**src/rtl/clk_mockup_strobe_gen.sv**
```systemverilog
// ----------------------------------------------------------------------------
// clk_mockup_strobe_gen
//   Testbench-side timing source for combinational DUVs.  One real clock is
//   turned into NUM_CH mock-clock channels, each with its own divide ratio and
//   start phase.  Per channel, drive_stb marks the mock posedge (drive
//   stimulus) and sample_stb marks the last real cycle of the mock period
//   (sample results).  A stretched mock reset is provided for bench parts.
//
//   Optional feature macro: MOCK_CLK_OUT_EN
//     defined   -> extra output mock_clk[NUM_CH], a registered square wave
//                  per channel (high while cnt < ceil(div/2)).
//     undefined -> port and its logic are absent.
//
// Ports
//   clk         in   testbench clock, all logic on posedge
//   rst         in   synchronous active-high reset
//   run         in   1: strobes advance, 0: pause (counters frozen)
//   cfg_valid   in   config request
//   cfg_ready   out  config accepted when cfg_valid & cfg_ready
//   cfg_ch      in   target channel (out-of-range channel accepted, ignored)
//   cfg_div     in   divide ratio, 0 treated as 1
//   cfg_phase   in   start offset, >= effective div treated as 0
//   rst_mock    out  stretched mock reset
//   drive_stb   out  per-channel 1-cycle pulse at mock posedge
//   sample_stb  out  per-channel 1-cycle pulse on last cycle of mock period
//   period_cnt  out  completed mock periods of channel 0 (wraps)
//   mock_clk    out  per-channel square wave (MOCK_CLK_OUT_EN only)
// ----------------------------------------------------------------------------

// Per-channel divider: config storage, phase reload and registered strobes.
module clk_mockup_strobe_ch #(
   parameter int DIV_W       = 8,
   parameter int DEFAULT_DIV = 2
) (
   input  logic             clk,
   input  logic             rst,
   input  logic             adv,      // RUN and run=1: counter steps this cycle
   input  logic             start,    // PAUSE -> RUN transition this cycle
`ifdef MOCK_CLK_OUT_EN
   input  logic             hold,     // top FSM is in HOLD
`endif
   input  logic             cfg_we,
   input  logic [DIV_W-1:0] cfg_div,
   input  logic [DIV_W-1:0] cfg_phase,
   output logic             drive_stb,
   output logic             sample_stb,
`ifdef MOCK_CLK_OUT_EN
   output logic             mock_clk,
`endif
   output logic             wrap      // sample_stb is being set on this edge
);

   localparam logic [DIV_W-1:0] DEF_DIV =
      (DEFAULT_DIV < 1) ? DIV_W'(1) : DIV_W'(DEFAULT_DIV);

   logic [DIV_W-1:0] div, phase, cnt;
   logic [DIV_W-1:0] new_div, new_phase;
   logic             reload;   // next PAUSE->RUN entry restarts cnt at phase
   logic             last;

   // Config is normalised once at write time so the counter never sees div=0
   // or a phase outside 0..div-1.
   assign new_div   = (cfg_div == '0) ? DIV_W'(1) : cfg_div;
   assign new_phase = (cfg_phase >= new_div) ? '0 : cfg_phase;
   assign last      = (cnt == div - DIV_W'(1));
   assign wrap      = adv && last;

   always_ff @(posedge clk) begin
      if (rst) begin
         div        <= DEF_DIV;
         phase      <= '0;
         cnt        <= '0;
         reload     <= 1'b1;
         drive_stb  <= 1'b0;
         sample_stb <= 1'b0;
      end else begin
         if (cfg_we) begin
            div    <= new_div;
            phase  <= new_phase;
            reload <= 1'b1;
         end
         if (start) begin
            // A config landing on the same edge as run=1 takes effect now.
            if (cfg_we)
               cnt <= new_phase;
            else if (reload)
               cnt <= phase;
            reload <= 1'b0;
         end else if (adv) begin
            cnt <= last ? '0 : cnt + DIV_W'(1);
         end
         drive_stb  <= adv && (cnt == '0);
         sample_stb <= adv && last;
      end
   end

`ifdef MOCK_CLK_OUT_EN
   logic [DIV_W:0] half;
   assign half = ({1'b0, div} + (DIV_W+1)'(1)) >> 1;   // ceil(div/2)

   always_ff @(posedge clk) begin
      if (rst || hold)
         mock_clk <= 1'b0;
      else if (adv)
         mock_clk <= ({1'b0, cnt} < half);
      // PAUSE: hold last value
   end
`endif

endmodule

module clk_mockup_strobe_gen #(
   parameter  int NUM_CH      = 4,
   parameter  int DIV_W       = 8,
   parameter  int RST_HOLD    = 4,
   parameter  int DEFAULT_DIV = 2,
   localparam int CH_W        = (NUM_CH > 1) ? $clog2(NUM_CH) : 1
) (
   input  logic              clk,
   input  logic              rst,
   input  logic              run,
   input  logic              cfg_valid,
   output logic              cfg_ready,
   input  logic [CH_W-1:0]   cfg_ch,
   input  logic [DIV_W-1:0]  cfg_div,
   input  logic [DIV_W-1:0]  cfg_phase,
   output logic              rst_mock,
   output logic [NUM_CH-1:0] drive_stb,
   output logic [NUM_CH-1:0] sample_stb,
`ifdef MOCK_CLK_OUT_EN
   output logic [NUM_CH-1:0] mock_clk,
`endif
   output logic [31:0]       period_cnt
);

   localparam int HC_W = (RST_HOLD > 1) ? $clog2(RST_HOLD) : 1;

   typedef enum logic [1:0] {S_HOLD, S_PAUSE, S_RUN} state_t;

   state_t            state, state_nxt;
   logic [HC_W-1:0]   hold_cnt, hold_cnt_nxt;
   logic              cfg_fire, start, adv;
   logic [NUM_CH-1:0] cfg_we, wrap;

   // ---------------- control FSM ----------------
   always_ff @(posedge clk) begin
      if (rst) begin
         state    <= S_HOLD;
         hold_cnt <= '0;
      end else begin
         state    <= state_nxt;
         hold_cnt <= hold_cnt_nxt;
      end
   end

   always_comb begin
      state_nxt    = state;
      hold_cnt_nxt = hold_cnt;
      case (state)
         S_HOLD: begin
            if (hold_cnt == HC_W'(RST_HOLD - 1))
               state_nxt = S_PAUSE;
            else
               hold_cnt_nxt = hold_cnt + HC_W'(1);
         end
         S_PAUSE: if (run)  state_nxt = S_RUN;
         S_RUN:   if (!run) state_nxt = S_PAUSE;
         default:           state_nxt = S_HOLD;
      endcase
   end

   // Mock reset follows HOLD, so it drops the cycle after hold_cnt completes.
   assign rst_mock  = (state == S_HOLD);
   assign cfg_ready = !rst && (state != S_RUN);
   assign cfg_fire  = cfg_valid && cfg_ready;
   assign start     = (state == S_PAUSE) && run;
   assign adv       = (state == S_RUN) && run;

   // ---------------- channels ----------------
   for (genvar g = 0; g < NUM_CH; g++) begin : g_ch
      // Out-of-range cfg_ch matches no channel: accepted but dropped.
      assign cfg_we[g] = cfg_fire && (cfg_ch == CH_W'(g));

      clk_mockup_strobe_ch #(
         .DIV_W       (DIV_W),
         .DEFAULT_DIV (DEFAULT_DIV)
      ) u_ch (
         .clk        (clk),
         .rst        (rst),
         .adv        (adv),
         .start      (start),
`ifdef MOCK_CLK_OUT_EN
         .hold       (state == S_HOLD),
`endif
         .cfg_we     (cfg_we[g]),
         .cfg_div    (cfg_div),
         .cfg_phase  (cfg_phase),
         .drive_stb  (drive_stb[g]),
         .sample_stb (sample_stb[g]),
`ifdef MOCK_CLK_OUT_EN
         .mock_clk   (mock_clk[g]),
`endif
         .wrap       (wrap[g])
      );
   end

   // Counts on the same edge that raises sample_stb[0], so the new count is
   // visible alongside the strobe.
   always_ff @(posedge clk) begin
      if (rst)
         period_cnt <= '0;
      else if (wrap[0])
         period_cnt <= period_cnt + 32'd1;
   end

endmodule

```
**config.mk**
```make
export PLATFORM = sky130hd
export DESIGN_NAME = clk_mockup_strobe_gen
export DESIGN_NICKNAME = d
export VERILOG_FILES = /design/src/rtl/clk_mockup_strobe_gen.sv
export SDC_FILE = /design/constraint.sdc
export NUM_CORES = 1
export LEC_CHECK = 0
export ABC_CLOCK_PERIOD_IN_PS = 4600
export CORE_MARGIN = 4
export CORE_UTILIZATION = 25
export CTS_CLUSTER_DIAMETER = 50
export DETAILED_ROUTE_END_ITERATION = 10
export HOLD_SLACK_MARGIN = 0.05
export PLACE_DENSITY = 0.52
export SETUP_SLACK_MARGIN = 0.1
export SYNTH_ARGS = -nofsm -noshare
export SYNTH_HDL_FRONTEND = slang
export SYNTH_SLANG_ARGS = --single-unit
```
**constraint.sdc**
```tcl
create_clock -name clk -period 4.6 [get_ports clk]
set_input_delay 0.92 -clock clk [delete_from_list [all_inputs] [get_ports clk]]
set_output_delay 0.92 -clock clk [all_outputs]
set_load 0.05 [all_outputs]
```
# ---- Yosys cells after proc, flatten, opt, wreduce, memory -nomap -nowiden
# Index checks and enable logic that the tools add are counted.
dict set report word_totals {
  out_inout_bits 42
  register_bits 144
  wordCells 126
}
dict set report op_classes {
  mux 34
  n_bitwise 1
  reduce_logical 35
  n_eq_ne 18
  n_lt_le_gt_ge 1
  add_sub_neg 10
}
# op count
set op_table {}
lappend op_table {{2-to-1 mux 8 bit} 22}
lappend op_table {{zero test 8 bit} 5}
lappend op_table {{adder 32 x 1 -> 32 bit (second input constant)} 1}
lappend op_table {{adder 8 x 1 -> 8 bit (second input constant)} 4}
lappend op_table {{equality test 8 bit} 4}
lappend op_table {{subtractor 8 x 1 -> 8 bit (second input constant)} 4}
lappend op_table {{logical AND 1 bit} 16}
lappend op_table {{AND reduction 2 bit} 5}
lappend op_table {{nonzero test 2 bit} 5}
lappend op_table {{!= test 3 x 1 -> 1 bit (second input constant)} 3}
lappend op_table {{equality test 2 bit (second input constant)} 4}
lappend op_table {{greater-or-equal comparator 8 bit} 1}
lappend op_table {{2-to-1 mux 1 bit} 8}
lappend op_table {{2-to-1 mux 2 bit} 3}
lappend op_table {{!= test 2 bit (second input constant)} 3}
lappend op_table {{one-hot mux 2 bit (3 select lines)} 1}
lappend op_table {{equality test 2 x 1 -> 1 bit (second input constant)} 2}
lappend op_table {{zero test 2 bit} 2}
lappend op_table {{!= test 3 bit (second input constant)} 1}
lappend op_table {{AND reduction 3 bit} 1}
lappend op_table {{adder 2 x 1 -> 2 bit (second input constant)} 1}
lappend op_table {{!= test 2 x 1 -> 1 bit (second input constant)} 1}
lappend op_table {{zero test 1 bit} 1}
lappend op_table {{NOT 1 bit} 1}

# ---- Logic depth before layout (Yosys ltp)
dict set report depth {
  word_depth 6
  mapped_depth 12
  ltp_nobuf 11
}

# ---- Modules after synthesis
# A second synthesis with hierarchy kept.
dict set report hier_totals {
  cells_unflattened 1079
  area_unflattened_um2 8747.1
}
# module area_per_inst_um2 cells_each instances
set modules_own_cells {}
lappend modules_own_cells {{clk_mockup_strobe_ch at g_ch[0].u_ch ...} 1722.9 216 3}
lappend modules_own_cells {clk_mockup_strobe_gen 1811.7 211 1}
lappend modules_own_cells {{clk_mockup_strobe_ch at g_ch[1].u_ch} 1766.7 220 1}

# ---- Worst setup path before layout
# OpenSTA, ideal clock, no wires.
dict set report synth_path {
  kind {input to register}
  from {input port cfg_div[2]}
  to {register g_ch[3].u_ch.cnt[1]}
  path_buffers 1
  path_slack_ps 1444
  cell_stages 12
  arrival_ps 3071
  cell_sequence {nor4_1 a41oi_1 inv_1 ha_1 nor2b_1 o21ai_0 a21oi_1 clkbuf_1 nand2_1 o21ai_0 a221oi_1 a211oi_1}
}
dict set report synth_via {
  elab_chain_len 6
}
# element line
set synth_rtl {}
lappend synth_rtl {{start, declared} 125} ;# input logic [DIV_W-1:0] cfg_div,
lappend synth_rtl {{zero test 8 bit} n/a}
lappend synth_rtl {{2-to-1 mux 8 bit} n/a}
lappend synth_rtl {{named net g_ch[0].u_ch.new_div[0]} 57} ;# logic [DIV_W-1:0] new_div, new_phase;
lappend synth_rtl {{greater-or-equal comparator 8 bit} 64} ;# assign new_phase = (cfg_phase >= new_div) ? '0 : cfg_phase;
lappend synth_rtl {{2-to-1 mux 8 bit} 64}
lappend synth_rtl {{2-to-1 mux 8 bit} 84} ;# if (cfg_we)
lappend synth_rtl {{2-to-1 mux 8 bit} 82} ;# if (start) begin
lappend synth_rtl {{end signal, assigned} 85} ;# cnt <= new_phase;
lappend synth_rtl {{end signal, assigned} 87} ;# cnt <= phase;
lappend synth_rtl {{end signal, assigned} 90} ;# cnt <= last ? '0 : cnt + DIV_W'(1);
lappend synth_rtl {{end, declared} 56} ;# logic [DIV_W-1:0] div, phase, cnt;
# The timed path passes the listed nets, and every way through them passes these cells.
# A chain may end at the register's enable or synchronous reset.

# ---- Worst setup path in the final report
dict set report layout_path {
  from {input port cfg_div[2]}
  to {register g_ch[3].u_ch.cnt[0]}
}
# Same word-level chain as after synthesis.

==> results summary <==
The count of port buffers added during placement is 63. Setup repair after global routing left no endpoint under its margin. The highest cell delay on the worst timing path is 530 ps.

Data on the critical path arrives at its endpoint at 3710 ps. The post-synthesis register bit count is 144. The average footprint of a synthesized cell came out at 7.86 um^2. No sink is reached through more buffers than the 2 on the longest clock path. The clock sink total is 144.

The floorplan die area came out at 34200 um^2. The number of different library cells used by synthesis comes to 63. The area fraction in compound gates after synthesis was 0.170. Among all flip-flop cells after synthesis, the most frequent one is dfxtp_1. The path class of the tightest hold or removal check is reg -> reg. The slew at the pin with the worst max-slew slack is 999 ps. The ratio of routed vias to standard cells came out at 5.00. The clock insertion delay at the later pin of the skew report came out at 420 ps.

The share of cell area taken by muxes after synthesis is 0.0291. The remaining global-route overflow came out at 0. The max-capacitance violation count is 0. The worst ir drop on vdd is 0.289 mV. The synthesized netlist net count is 1041. The number of resized instances in the post-cts repair step came out at 0. The relative max-transition margin came out at 0.331. STA classifies the critical path startpoint as a primary input. The highest clock rate is 0.295 GHz. At the end of the flow the core is filled with cells to 0.304. Of the total synthesized cell area, the portion taken by AND, OR, NAND and NOR gates is 0.275. The number of antenna violations at the first check in global routing came to 0. The region available for standard cell placement spans 30700 um^2. Setup violations remaining at the end of the flow were counted as 0. The type of the worst setup path is in -> reg.

The yosys synthesis warning count is 0. The post-synthesis cell area came out at 7840 um^2. The flow ran to the end, and the final reports show no timing, DRC or antenna violations.

The origin of the critical flop-to-flop path is g_ch[0].u_ch.div[0]. The area share of fa/ha/maj cells after synthesis came out at 0.0351. The cell sitting at the root of the clock tree is a clkbuf_16.

The number of enable flip-flop cells after synthesis is 0. The number of buffers created by CTS is 17. The final period demand of the worst path came out at 3390 ps. The largest driver fanout on the critical path came out at 18. The kind of end point of the critical path is a flip-flop. The kind of cell with the highest combined delay along the critical path is buffers and inverters. The number of placement rows came out at 64. The number of pins exceeding their max-slew limit in the final report came to 0. The cell area after placement is 8770 um^2. The H-tree was split into 4 levels. Detailed routing inserted a total of 7149 vias. The fraction of synthesized cell area in xor and xnor cells is 0.0659. The worst-case clock skew is 12.7 ps. The sum of buffers and inverters on the critical path came out at 3. Hold is met by 457 ps. The number of placed I/O pins came out at 64. The number of violations reported at the end of detailed-routing iteration 0 is 489. The ratio of cells with drive above 1 in the final layout came out at 0.0580. The post-detailed-routing wire length is 23.7 mm. The total track usage came out at 0.140. In the finished design, the share of the clock period the worst path needs comes to 0.736. Setup total negative slack on the finished layout was measured at 0 ps. The clock slew seen by the registers of the worst setup and hold paths came out at 60 ps. The signal on the critical path passes through clkdlybuf4s50_1 > nor4_1 > a41oi_1 > inv_1 > ha_1 > nor2b_1 > o21ai_0 > a21oi_1 > buf_4 > and2_1 > mux2i_1 > o21a_1 > a221oi_1. The clock tree from TritonCTS is done. The number of nets still failing antenna checks after routing is 0.

After synthesis, the largest family of logic cells by area is simple AND/OR/NAND/NOR gates. The chip width is 185 um. The initial cell density of the core is 0.255.

The maximum number of pins on one net before global-route repair came out at 71. Compared with the post-synthesis result, the final layout area differs by 19.2%. The number of standard cells after synthesis came out at 997.

The hold violation total from the final report was 0. In the routed design, unresolved DRC markers number 0. On the critical path, the stage with the largest delay is an instance of clkdlybuf4s50_1. In this run the static leakage power is 3.10 nW.

The total power of the final layout came out at 3.15 mW. Measured along the y axis, the die boundary spans 185 um. Once the clock tree was built, the setup fixing pass inserted 0 buffers. The sequential share of the synthesized area came out at 0.368.

The count of antenna diodes in the layout is 0. In this run the most critical hold path is launched from g_ch[1].u_ch.phase[3]. The required time at the endpoint of the critical path is 4920 ps. In the final routed layout, each cell accounts on average for 16.5 um. The routability-driven placement congestion ratio came out at 0.836. The first-pass iteration count of the detailed router is 4. In this run the worst setup path begins at cfg_div[2]. The area of all placed cells without fillers came out at 9340 um^2.

After clock tree synthesis, the flow added hold-fix buffers numbering 0. The net count of the finished layout is 1066. The number of global-route vias before repair came out at 6802. The power per standard cell area came out at 338 nW/um^2. The share of async-settable or async-resettable flops after synthesis is 0. The placed wire-length estimate came out at 16.9 mm. The first-pass GRT wire length came out at 38.2 mm.
==> worst paths after layout <==
check | to | cells past startpoint | slack (ps)
setup / recovery | g_ch[3].u_ch.cnt[0] | 13 | 1210
hold / removal | g_ch[1].u_ch.phase[3] | 2 | 460
setup reg to reg | period_cnt[29] | 9 | 1450
hold reg to reg | g_ch[1].u_ch.phase[3] | 2 | 460
==> cells in the final DEF (no fill, tap or decap), drive strengths merged, types with 5 or more instances in the layout <==
cell           count
o21ai             36
clkbuf            21
inv               43
a21oi             80
nand4             20
a221oi             7
nor4              17
nor2b             16
a211oi            12
o21bai             5
nor2              84
a21o               7
nor3              41
nand3             45
and3              11
buf               15
o21a               7
a31oi             18
clkdlybuf4s50     62
nand2            119
dfxtp            144
xor2              15
mux2               6
a22oi              6
and2              15
or3               18
nand4b             6
ha                22
o31ai              9
nor4b              5
or4                9
mux2i             16
nand3b             8
xnor2             44
==> state kept, by name (all words and copies together) (netlist names) <==
name,flops
g_ch.u_ch.reload,4
period_cnt,32
hold_cnt,2
g_ch.u_ch.cnt,32
g_ch.u_ch.div,32
g_ch.u_ch.phase,32
g_ch.u_ch.drive_stb,4
g_ch.u_ch.sample_stb,4
state,2
==> metal layers <==
| metal | vias up | global-route usage | part of all wire |
|---|---|---|---|
| met5 | - | 0 | 0 |
| met4 | 0 | 0.0338 | 0.013 |
| met3 | 15 | 0.0326 | 0.054 |
| met2 | 162 | 0.207 | 0.43 |
| met1 | 3413 | 0.205 | 0.50 |
| li1 | 3559 | - | - |
==> cell families after synthesis <==
group                    after synthesis
AO/OA/AOI/OAI                        212
XOR/XNOR                              59
adder cells (fa/ha/maj)               22
buffers and inverters                110
flip-flops                           144
multiplexers                          22
AND/OR/NAND/NOR                      428
==> per-stage QoR <==
step | instances | setup slack [ps]
floorplan | 997 | 1440
global placement | 1399 | 819
detailed placement | 1399 | 833
CTS | 1431 | 1240
global route | 1431 | 1010
finish | 1431 | 1210
==> synth_stat cells, types with 2 or more instances <==
master,count,area [um^2]
a211oi_1,11,82.6
a21o_1,7,52.6
a21oi_1,80,400
a221oi_1,7,61.3
a22oi_1,6,45.0
a2bb2oi_1,4,35.0
a31oi_1,18,113
a41oi_1,3,26.3
and2_0,2,12.5
and2_1,13,81.3
and3_1,11,68.8
and4_1,2,17.5
buf_1,4,15.0
buf_2,3,15.0
buf_4,8,60.1
clkbuf_1,55,206
dfxtp_1,144,2880
ha_1,22,275
inv_1,39,146
mux2_2,5,56.3
mux2i_1,16,160
nand2_1,118,443
nand2b_1,4,25.0
nand3_1,45,225
nand3b_1,8,60.1
nand4_1,20,125
nand4b_1,6,52.6
nor2_1,84,315
nor2b_1,16,100
nor3_1,40,200
nor3b_1,4,30.0
nor4_1,15,93.8
nor4b_1,4,35.0
o211ai_1,4,30.0
o21a_1,7,52.6
o21ai_0,35,175
o21bai_1,5,37.5
o31a_1,4,35.0
o31ai_1,9,67.6
or2_2,4,25.0
or3_1,18,113
or4_1,9,67.6
xnor2_1,44,385
xor2_1,15,131
==> where the power goes <==
part | switching (mW) | internal (mW) | leakage [nW] | total [mW]
logic | 0.257 | 0.161 | 1.66 | 0.418
registers | 0.0603 | 1.29 | 1.16 | 1.35
clock network | 0.579 | 0.806 | 0.273 | 1.38
total | 0.896 | 2.26 | 3.10 | 3.15
==> area by class of cell <==
cell class	count	area (um^2)
Clock inverter	11	129
Fill cell	3306	21400
Multi-Input combinational cell	743	4510
Tap cell	396	495
Inverter	39	146
Timing Repair Buffer	77	733
Clock buffer	21	440
Sequential cell	144	2880
==> worst register-to-register path, delay by kind of cell (launching register included) <==
family	cells	cell delay, ps
compound gates	4	1070
buf+inv	1	80
simple gates	2	750
flops	1	490
mux	1	320
fa+ha+maj	1	310
No activity file was read; power rests on OpenSTA's default activity.
